===== config.mk =====
export PLATFORM = sky130hd
export DESIGN_NAME = maple_rx_framer
export DESIGN_NICKNAME = d
export VERILOG_FILES = /design/src/rtl/maple_rx_framer.sv
export SDC_FILE = /design/constraint.sdc
export NUM_CORES = 1
export LEC_CHECK = 0
export CORE_MARGIN = 2
export CORE_UTILIZATION = 40
export CTS_CLUSTER_DIAMETER = 150
export DETAILED_ROUTE_END_ITERATION = 8
export PLACE_DENSITY = 0.63
export SLEW_MARGIN = 20
export SYNTH_ARGS = -nofsm -noshare
export SYNTH_HDL_FRONTEND = slang
export SYNTH_SLANG_ARGS = --single-unit

===== constraint.sdc =====
create_clock -name M_AXIS_ACLK -period 3.1 [get_ports M_AXIS_ACLK]
set_input_delay 0.62 -clock M_AXIS_ACLK [delete_from_list [all_inputs] [get_ports M_AXIS_ACLK]]
set_output_delay 0.62 -clock M_AXIS_ACLK [all_outputs]
set_load 0.02 [all_outputs]

===== src/rtl/maple_rx_framer.sv =====
// Maple Bus receive frame controller: packs decoded bytes into AXI4-Stream
// beats (lane 0 = first byte), terminates frames with TLAST/partial TKEEP,
// checks the XOR CRC, bounds frame length and reports per-frame status.
module maple_rx_framer #(
  parameter int C_M_AXIS_TDATA_WIDTH = 32,
  parameter int C_MAX_BYTES          = 1028,
  parameter int C_LEN_WIDTH          = 11
) (
  input  logic                              M_AXIS_ACLK,
  input  logic                              M_AXIS_ARESETN,
  input  logic                              START_EVT,
  input  logic                              START_CRC,
  input  logic                              END_EVT,
  input  logic                              END_ERR,
  input  logic [7:0]                        S_TDATA,
  input  logic                              S_TVALID,
  output logic                              DEC_ENABLE,
  input  logic                              ENABLE,
  output logic                              M_AXIS_TVALID,
  output logic [C_M_AXIS_TDATA_WIDTH-1:0]   M_AXIS_TDATA,
  output logic [C_M_AXIS_TDATA_WIDTH/8-1:0] M_AXIS_TSTRB,
  output logic [C_M_AXIS_TDATA_WIDTH/8-1:0] M_AXIS_TKEEP,
  output logic                              M_AXIS_TLAST,
  input  logic                              M_AXIS_TREADY,
  output logic                              RECEIVING,
  output logic                              FRAME_DONE,
  output logic [3:0]                        FRAME_STATUS,
  output logic [C_LEN_WIDTH-1:0]            FRAME_BYTES
);

  localparam int W  = C_M_AXIS_TDATA_WIDTH;
  localparam int K  = W / 8;
  localparam int KB = (K > 1) ? $clog2(K) : 1;
  localparam logic [C_LEN_WIDTH-1:0] K_L   = C_LEN_WIDTH'(K);
  localparam logic [C_LEN_WIDTH-1:0] MAX_L = C_LEN_WIDTH'(C_MAX_BYTES);

  typedef enum logic [2:0] {S_IDLE, S_ENABLED, S_SKIP, S_FLUSH, S_DONE} state_t;

  state_t state, state_nxt;

  logic [W-1:0]             acc, pend, acc_wr;
  logic                     pend_valid;
  logic [C_LEN_WIDTH-1:0]   byte_cnt;
  logic [7:0]               crc;
  logic                     crc_en, aborted, ovf, end_err_r;
  logic                     flush_end, restart_go, restart_crc, frame_ok;

  logic                     go_en, end_any, out_free, have_last, flush_ready;
  logic                     byte_in, store, push, fill, load_push, load_flush;
  logic [KB-1:0]            lane;
  logic [K-1:0]             last_keep;

  assign go_en       = ENABLE & M_AXIS_TREADY;
  assign end_any     = END_EVT | END_ERR;
  assign lane        = KB'(byte_cnt % K_L);
  assign out_free    = ~M_AXIS_TVALID | M_AXIS_TREADY;
  assign have_last   = (lane != '0) | pend_valid;
  assign flush_ready = ~have_last | out_free;
  assign byte_in     = (state == S_ENABLED) & S_TVALID;
  assign store       = byte_in & (byte_cnt < MAX_L);
  assign push        = store & (lane == '0) & pend_valid;
  assign fill        = store & (lane == KB'(K - 1));
  assign load_push   = push & out_free;
  assign load_flush  = (state == S_FLUSH) & have_last & out_free;
  assign M_AXIS_TSTRB = M_AXIS_TKEEP;

  // Accumulator write image and partial-beat keep mask
  always_comb begin
    acc_wr    = (lane == '0) ? '0 : acc;
    last_keep = '0;
    for (int unsigned i = 0; i < K; i++) begin
      if (lane == KB'(i)) acc_wr[8*i +: 8] = S_TDATA;
      last_keep[i] = (i < 32'(lane));
    end
  end

  // State register
  always_ff @(posedge M_AXIS_ACLK or negedge M_AXIS_ARESETN) begin
    if (!M_AXIS_ARESETN) state <= S_IDLE;
    else                 state <= state_nxt;
  end

  // Next-state logic; an end event beats a simultaneous start
  always_comb begin
    state_nxt = state;
    case (state)
      S_IDLE:    if (START_EVT) state_nxt = go_en ? S_ENABLED : S_SKIP;
      S_ENABLED: if (end_any || START_EVT) state_nxt = S_FLUSH;
      S_SKIP: begin
        if (end_any)                 state_nxt = S_DONE;
        else if (START_EVT && go_en) state_nxt = S_ENABLED;
      end
      S_FLUSH: if (flush_ready)
                 state_nxt = flush_end ? S_DONE : (restart_go ? S_ENABLED : S_SKIP);
      S_DONE:    state_nxt = S_IDLE;
      default:   state_nxt = S_IDLE;
    endcase
  end

  // State-decoded outputs
  always_comb begin
    DEC_ENABLE = (state == S_ENABLED);
    RECEIVING  = (state != S_IDLE);
  end

  // Byte packing, CRC, per-frame flags and status capture
  always_ff @(posedge M_AXIS_ACLK or negedge M_AXIS_ARESETN) begin
    if (!M_AXIS_ARESETN) begin
      acc <= '0; pend <= '0; pend_valid <= 1'b0; byte_cnt <= '0; crc <= '0;
      crc_en <= 1'b0; aborted <= 1'b0; ovf <= 1'b0; end_err_r <= 1'b0;
      flush_end <= 1'b0; restart_go <= 1'b0; restart_crc <= 1'b0; frame_ok <= 1'b0;
      FRAME_DONE <= 1'b0; FRAME_STATUS <= '0; FRAME_BYTES <= '0;
    end else begin
      FRAME_DONE <= (state == S_DONE) & frame_ok;
      if (state == S_DONE) frame_ok <= 1'b0;

      if ((state == S_IDLE || state == S_SKIP) && START_EVT && go_en && !end_any)
        crc_en <= START_CRC;

      if (byte_in) begin
        crc <= crc ^ S_TDATA;
        if (!store) ovf <= 1'b1;
      end
      if (store) begin
        acc      <= acc_wr;
        byte_cnt <= byte_cnt + C_LEN_WIDTH'(1);
        // With K=1 a word both pushes the old pending and refills it
        if (fill) begin
          pend       <= acc_wr;
          pend_valid <= 1'b1;
        end else if (push) begin
          pend_valid <= 1'b0;
        end
      end
      if (push && !out_free) ovf <= 1'b1;

      if (state == S_ENABLED) begin
        if (end_any) begin
          flush_end <= 1'b1;
          end_err_r <= END_ERR;
        end else if (START_EVT) begin
          flush_end   <= 1'b0;
          aborted     <= 1'b1;
          restart_go  <= go_en;
          restart_crc <= START_CRC;
        end
      end

      if (state == S_FLUSH && flush_ready) begin
        FRAME_STATUS <= {aborted, ovf, end_err_r, crc_en & (|crc)};
        FRAME_BYTES  <= byte_cnt;
        frame_ok     <= flush_end;
        crc_en       <= ~flush_end & restart_go & restart_crc;
        acc <= '0; pend_valid <= 1'b0; byte_cnt <= '0; crc <= '0;
        aborted <= 1'b0; ovf <= 1'b0; end_err_r <= 1'b0;
      end
    end
  end

  // Output register: holds a beat until TREADY, may reload on the transfer cycle
  always_ff @(posedge M_AXIS_ACLK or negedge M_AXIS_ARESETN) begin
    if (!M_AXIS_ARESETN) begin
      M_AXIS_TVALID <= 1'b0;
      M_AXIS_TDATA  <= '0;
      M_AXIS_TKEEP  <= '0;
      M_AXIS_TLAST  <= 1'b0;
    end else if (load_push) begin
      M_AXIS_TVALID <= 1'b1;
      M_AXIS_TDATA  <= pend;
      M_AXIS_TKEEP  <= '1;
      M_AXIS_TLAST  <= 1'b0;
    end else if (load_flush) begin
      M_AXIS_TVALID <= 1'b1;
      M_AXIS_TDATA  <= (lane != '0) ? acc : pend;
      M_AXIS_TKEEP  <= (lane != '0) ? last_keep : '1;
      M_AXIS_TLAST  <= 1'b1;
    end else if (M_AXIS_TVALID && M_AXIS_TREADY) begin
      M_AXIS_TVALID <= 1'b0;
    end
  end

endmodule

Word level (Yosys, flattened, before mapping)
Cells that the tools add are included.
Word-level totals
  register bits after elaboration: 149
  output and inout bits: 60
Operators by class
  reduce and logical (&&, ||, !) cells: 36
  equality and inequality tests: 13
  bitwise operators: 22
  $add $sub $neg: 1
  muxes and demuxes: 52
  magnitude comparators: 4
Operator list (number)
  2-to-1 mux 32 bit: 6
  2-to-1 mux 8 bit: 6
  2-to-1 mux 1 bit: 26
  2-to-1 mux 11 bit: 2
  nonzero test 2 bit: 10
  2-to-1 mux 3 bit: 6
  bitwise AND 1 bit: 13
  2-to-1 mux 4 bit: 3
  one-hot mux 3 bit (4 select lines): 1
  nonzero test 3 bit: 4
  adder 11 x 1 -> 11 bit, second input constant: 1
  < comparator 11 bit, second input constant: 1
  AND reduction 2 bit: 5
  OR reduction 8 bit: 1
  bitwise XOR 8 bit: 1
  logical AND 1 bit: 7
  equality test 3 x 2 -> 1 bit, second input constant: 2
  AND reduction 3 bit: 2
  equality test 2 bit, second input constant: 2
  < comparator 1 x 2 -> 1 bit, first input constant: 2
  2-to-1 mux 2 bit: 2
  inequality test 2 x 1 -> 1 bit, second input constant: 2
  inequality test 2 bit, second input constant: 2
  inverter 1 bit: 4
  other kinds (12): 17

Logic depth before layout (Yosys ltp)
Gate-level depths: netlist (run 1).
  depth in word-level cells: 9
  depth in mapped cells: 9
  mapped depth without buffers: 7

Worst setup path after synthesis (run 1)
No wires, ideal clock.
  path kind: reg-to-reg
  start: register state[2]
  end: register byte_cnt[8]
  cell stages (with the launch flop): 8
  required time: 3034 ps
  data arrival time: 2061 ps
  path slack: 973 ps
  period minus slack after synthesis: 2127 ps
  cell sequence: dfrtp_1 buf_2 nor3b_2 and2_1 buf_2 nand3_4 or4_1 nand2_1
Between the ends
  cells in the longest elaborated chain, start to end: 4
RTL lines
  start: declaration: line 39  | state_t state, state_nxt;
  start signal: assignment: line 80  | else state <= state_nxt;
  equality test 3 x 1 -> 1 bit
  net DEC_ENABLE: line 17  | output logic DEC_ENABLE,
  bitwise AND 1 bit: line 59  | assign byte_in = (state == S_ENABLED) & S_TVALID;
  bitwise AND 1 bit: line 60  | assign store = byte_in & (byte_cnt < MAX_L);
  nonzero test 2 bit (no line)
  end signal: assignment: line 126  | byte_cnt <= byte_cnt + C_LEN_WIDTH'(1);
  end: declaration: line 43  | logic [C_LEN_WIDTH-1:0] byte_cnt;
The timed path passes the listed nets, and every way through them passes these cells.
A chain may end at the register's enable or synchronous reset.

Final worst setup path (run 1)
  start: register state[0]
  end: output port DEC_ENABLE
Between the ends
  cells in the longest elaborated chain, start to end: 1
RTL lines
  equality test 3 x 1 -> 1 bit: line 102  | DEC_ENABLE = (state == S_ENABLED);
  end: declaration: line 17
No other way between the ends.

==> flow_summary.ini, run 1 <==
[yosys]
synth_xor_area_frac = 0.0185
synth-compound-area-share = 0.165
yosys_register_bits = 149
synth_common_cells = dfrtp_1 (149), nand2_1 (132), nor2_1 (60)
synth_edf_count = 0
synth_top_area_frac = 0.562
seq_area_frac_synth = 0.562
synth_top_family_by_area = compound AO/OA/AOI/OAI gates
synth.area.top_cells = dfrtp_1 (56%), nand2_1 (7.5%), mux2i_1 (5.0%), o21ai_0 (3.6%), nor2_1 (3.4%)
synthArstFlopShare = 1.00
synth_cell_types = 54
syn_area_mm2 = 0.00664
synthAdderAreaFrac = 0.00943
synthMuxAreaShare = 0.0515
ys.flop_type = dfrtp_1
synthCells = 650
yosysMostFrequentCell = dfrtp_1
synth.net_count = 672
yosysWarnings = 0
yosysTopAreaCell = dfrtp_1
syn_area_per_cell_um2 = 10.2
synth-simple-area-share = 0.155

[routing]
drt_wl_total_mm = 15.7
drt_iter0_markers = 372
drc_errors = 0
dr.pass1.iters = 5
vias = 5037
detail_route.vias_per_cell = 5.33
wire_per_inst_um = 16.6
ant_nets = 0

[clock_tree]
cts.sinks = 149
cts.root.buffer_cell = clkbuf_16
numCtsBuffers = 17
max-clock-path-buffers = 2
cts_setup_buffers = 0
cts-htree-levels = 4
cts_hold_buf = 0
cts.clk_slew.worst_paths_ps = 60
cts_resized = 0
cts_tree = done
clk_latency_ps = 430

[timing]
finalSetupViolCount = 0
final_hold_viol_count = 0
fin_tns_setup_ps = 0
worst_pin_slew_ps = 719
finalWorstSetupSlack_ps = 452
fin_worst_skew_ps = 8.37
rsz0062_at_grt = no
finalCritPeriodShare = 0.854
post-route-min-period_ps = 2650
fmax_mhz = 378
final-max-slew-violation-count = 0
slew_headroom = 0.521

[grt]
overflow = 0
grt_usage = 0.192
grt_pass1_vias = 5119
antenna_found_initial = 0
grt_pass1_wl_mm = 27.0
grt_max_degree = 63

[pwr]
total_power_mw = 7.90
p_sw_mw = 2.82
combPwrFrac = 0.352
ir_drop_v = 0.000515
power_density_mw_per_mm2 = 956
p_leak_nw = 3.83
p_clk_frac = 0.267
p_int_mw = 5.08
power_frac_seq = 0.381
p_sw_frac = 0.356

[floorplan]
fp.dieH_um = 133
die_width_um = 133
fp-row-count = 47
top_level_ports = 77
core_region_area_mm2 = 0.0164
die_area_mm2 = 0.0176
initial_core_util = 0.404

[placed_design]
dp_hpwl_mm = 10.3
placed_cells = 914
gp_congestion = 0.848
pre_cts_ws_ps = 536
port_buffers = 76

[setup_path]
crit_type = reg -> out
reg2reg_from = byte_cnt[0]$_DFFE_PN0P_
crit_fanout = 14
r2r-end = pend[16]$_DFFE_PN0P_
start_kind = flip-flop
reg2reg_setup_slack_ps = 650
cp-end-kind = output port
reg2reg_depth = 6
cp.required_ps = 2480
arrival_ps = 2030

[finish]
final_cells = 945
nets = 735
fillCellCount = 1463
drive_gt1_frac = 0.0910
diodes = 0
area_growth_pct = 24.5
utilization = 0.503

[job]
cap_violations = 0

[min_path]
hp-class = in -> async

[run_status]
status = complete, no violations
[layout by cell type (no fill, tap or decap), types with 4 or more instances in the layout]
master	n
mux2i_1	33
nand2_1	132
nor2_1	60
a32o_1	17
o21ai_0	47
a21oi_1	23
inv_1	12
nand3_1	5
xor2_1	10
a221oi_1	16
o22ai_1	8
xnor2_1	4
clkdlybuf4s50_1	75
ha_1	4
dfrtp_1	149
clkbuf_16	17
buf_4	15
a22o_1	16
nand2b_1	5
[metrics by stage]
step / area (µm²) / hold WS [ps]
2_1_floorplan: 6640 / 324
3_3_place_gp: 7650 / 457
3_5_place_dp: 7650 / 463
4_1_cts: 8260 / 193
5_1_grt: 8260 / 221
6_report: 8260 / 174
[worst max-delay path by stage]
stage / from / end / slack [ps] / cells past startpoint
4_1_cts: state[0]$_DFFE_PN0P_ / DEC_ENABLE / 450 / 3
6_report: state[0]$_DFFE_PN0P_ / DEC_ENABLE / 450 / 3
3_3_place_gp: M_AXIS_TREADY / M_AXIS_TDATA[7]$_DFFE_PN0P_ / 590 / 6
5_1_grt: state[0]$_DFFE_PN0P_ / DEC_ENABLE / 300 / 3
3_5_place_dp: M_AXIS_TREADY / M_AXIS_TDATA[7]$_DFFE_PN0P_ / 540 / 6
2_1_floorplan: state[2]$_DFFE_PN0P_ / byte_cnt[8]$_DFFE_PN0P_ / 970 / 7
[cell type report]
| cell class | count | area (µm²) | share of cell area |
|---|---|---|---|
| Multi-Input combinational cell | 439 | 2670 | 0.323 |
| Clock buffer | 19 | 453 | 0.0548 |
| Inverter | 12 | 45.0 | 0.00545 |
| Timing Repair Buffer | 94 | 935 | 0.113 |
| Tap cell | 220 | 275 | 0.0333 |
| Sequential cell | 149 | 3730 | 0.451 |
| Clock inverter | 12 | 154 | 0.0186 |
[cells by family after synthesis]
group | count (synthesis)
AOI/OAI and AO/OA | 152
buffers and inverters | 62
adders and majority gates | 5
muxes | 34
xor gates and xnor gates | 14
DFF | 149
and+or+nand+nor | 234
[layer usage]
metal | vias up | global-route usage | share of wire | routed length [µm]
li1 | 2410 | - | - | -
met1 | 2462 | 0.274 | 0.48 | 7490
met2 | 148 | 0.294 | 0.46 | 7180
met3 | 17 | 0.0471 | 0.054 | 840
met4 | 0 | 0.0538 | 0.012 | 194
met5 | - | 0 | 0 | 0
[state kept, by name (all words and copies together), names as in the netlist, 3 cells and up]
name          count
state             3
byte_cnt         11
FRAME_BYTES      11
acc              32
FRAME_STATUS      4
crc               8
M_AXIS_TKEEP      4
M_AXIS_TDATA     32
pend             32
[critical path: stages, from the launching register on]
cell and delay (ps):
dfrtp_1 570, nor3b_2 230, buf_4 190, clkdlybuf4s50_1 610
[power groups by stage]
stage	Clock (mW)	Combinational (mW)	Sequential (mW)
after floorplan	0	1.53	3.22
after global placement	0	2.74	3.02
after detailed placement	0	2.79	3.05
after CTS	2.15	2.81	3.01
after global routing	2.25	3.06	3.10
final	2.11	2.78	3.01
(Power assumes the default switching activity.)
==> run 2: changes to the inputs <==
==> constraint.sdc (replaced) <==
create_clock -name M_AXIS_ACLK -period 3.1 [get_ports M_AXIS_ACLK]
set_input_delay 0.62 -clock M_AXIS_ACLK [delete_from_list [all_inputs] [get_ports M_AXIS_ACLK]]
set_output_delay 0.62 -clock M_AXIS_ACLK [all_outputs]
set_load 0.05 [all_outputs]
==> run 2 against run 1 <==
Count of clock-buffer cells in the layout is 6 higher. Total power is 11% higher. Critical endpoint is now RECEIVING. Global-route usage fell by 0.45 points. Critical path type unchanged. Hold slack worse by 36 ps. Register-to-register slack lost 30 ps. First-iteration DRC count up 13%. Highest routed layer unchanged. Clock power grew 11%. Die area is the same. Flip-flop and latch count is the same.
==> flow_summary.ini, run 2 (same netlist as run 1, synthesis figures left out) <==
[run_status]
status = complete, no violations

[clock_tree]
cts.clk_slew.worst_paths_ps = 60
cts-htree-levels = 4
max-clock-path-buffers = 2
cts_tree = done
cts_resized = 0
cts_setup_buffers = 0
cts_hold_buf = 0
cts.root.buffer_cell = clkbuf_16
clk_latency_ps = 430
cts.sinks = 149
numCtsBuffers = 17

[floorplan]
initial_core_util = 0.404
die_area_mm2 = 0.0176
fp.dieH_um = 133
core_region_area_mm2 = 0.0164
die_width_um = 133
top_level_ports = 77
fp-row-count = 47

[pwr]
p_sw_mw = 3.43
power_frac_seq = 0.345
combPwrFrac = 0.388
ir_drop_v = 0.000608
p_int_mw = 5.31
p_leak_nw = 3.88
p_sw_frac = 0.393
total_power_mw = 8.74
p_clk_frac = 0.267
power_density_mw_per_mm2 = 1050

[setup_path]
crit_type = reg -> out
reg2reg_setup_slack_ps = 620
crit_fanout = 14
reg2reg_from = state[0]$_DFFE_PN0P_
arrival_ps = 2150
path_cells = or3_1, clkdlybuf4s50_1
reg2reg_depth = 6
path_buf_inv = 1
r2r-end = pend[8]$_DFFE_PN0P_
cp.required_ps = 2480
slowest_stage = clkdlybuf4s50_1
slowest_delay_ps = 720
critical-path-top-delay-family = buffers and inverters
cp-end-kind = output port
start_kind = flip-flop

[finish]
drive_gt1_frac = 0.0869
utilization = 0.507
diodes = 0
nets = 734
final_cell_mix = dfrtp_1 (149), nand2_1 (132), clkdlybuf4s50_1 (74)
final_cell_area_mm2 = 0.00832
layout_commonest_cell = dfrtp_1
top_regs = M_AXIS_TDATA: 32 flops, acc: 32 flops, pend: 32 flops
area_growth_pct = 25.3

[timing]
final-max-slew-violation-count = 0
fin_worst_skew_ps = 9.88
fmax_mhz = 361
slew_headroom = 0.572
hold-worst-slack_ps = 138
post-route-min-period_ps = 2770
worst_pin_slew_ps = 643
finalSetupViolCount = 0
fin_tns_setup_ps = 0
rsz0062_at_grt = no
final_hold_viol_count = 0
finalCritPeriodShare = 0.894

[routing]
drt_iter0_markers = 419
dr.pass1.iters = 5
drc_errors = 0
detail_route.vias_per_cell = 5.33
vias = 5033
wire_per_inst_um = 16.8
ant_nets = 0
drt_wl_total_mm = 15.9

[grt]
grt_usage = 0.188
grt_pass1_vias = 4985
antenna_found_initial = 0
grt_max_degree = 70
overflow = 0
grt_pass1_wl_mm = 26.0

[job]
cap_violations = 0

[min_path]
hp-class = in -> async

[placed_design]
dp_hpwl_mm = 10.5
placed_area_mm2 = 0.00764
gp_congestion = 0.838
port_buffers = 76
==> run 2: cell count changes in the layout (fill, tap and decap cells not counted), moves of 2 or more <==
| cell | previous run | this run |
|---|---|---|
| clkinvlp_4 | 3 | 0 |
| clkbuf_8 | 2 | 5 |
| clkbuf_1 | 0 | 3 |
| bufinv_16 | 3 | 5 |
| clkinv_2 | 3 | 1 |
| clkinv_4 | 2 | 0 |
==> run 2: layout make-up <==
class	count	area [µm²]
inverter	12	45.0
tap	220	275
sequential	149	3730
fill	1506	8090
multi-input combinational	439	2670
clock inverter	7	164
clock buffer	25	505
timing repair buffer	93	930
==> run 2: power groups by stage <==
stage          combinational, mW  clock, mW  sequential, mW
4_1_cts                     3.42       2.36            3.02
3_3_place_gp                3.36          0            3.02
6_report                    3.39       2.34            3.02
2_1_floorplan               1.61          0            3.76
5_1_grt                     3.65       2.45            3.10
3_5_place_dp                3.41          0            3.05
==> run 2: worst max path at each step <==
| stage | start | end | slack (ps) | depth (start not counted) |
|---|---|---|---|---|
| 3_5_place_dp | M_AXIS_TREADY | M_AXIS_TDATA[5]$_DFFE_PN0P_ | 540 | 6 |
| 3_3_place_gp | M_AXIS_TREADY | M_AXIS_TDATA[0]$_DFFE_PN0P_ | 580 | 6 |
| 2_1_floorplan | state[2]$_DFFE_PN0P_ | acc[6]$_DFFE_PN0P_ | 600 | 6 |
| 6_report | state[1]$_DFFE_PN0P_ | RECEIVING | 330 | 2 |
| 5_1_grt | state[1]$_DFFE_PN0P_ | RECEIVING | 270 | 2 |
| 4_1_cts | state[0]$_DFFE_PN0P_ | DEC_ENABLE | 110 | 2 |
==> run 2: per-stage QoR <==
stage                     worst slack, ps  std cells
after floorplan                       596        650
after global placement                580        913
after detailed placement              539        913
after CTS                             111        945
after global routing                  269        945
final                                 327        945
==> run 2: worst reg2reg max path, stage by stage (launching register included) <==
cell and delay (ps):
dfrtp_1 550, nor3b_2 480, and2_1 480, nand3_4 260, buf_4 280, a221oi_1 230, nor2_1 70
==> run 2: layer usage <==
layer	wire length, µm	track usage
met2	7140	0.286
met3	821	0.0444
met5	0	0
met4	391	0.0759
met1	7540	0.260
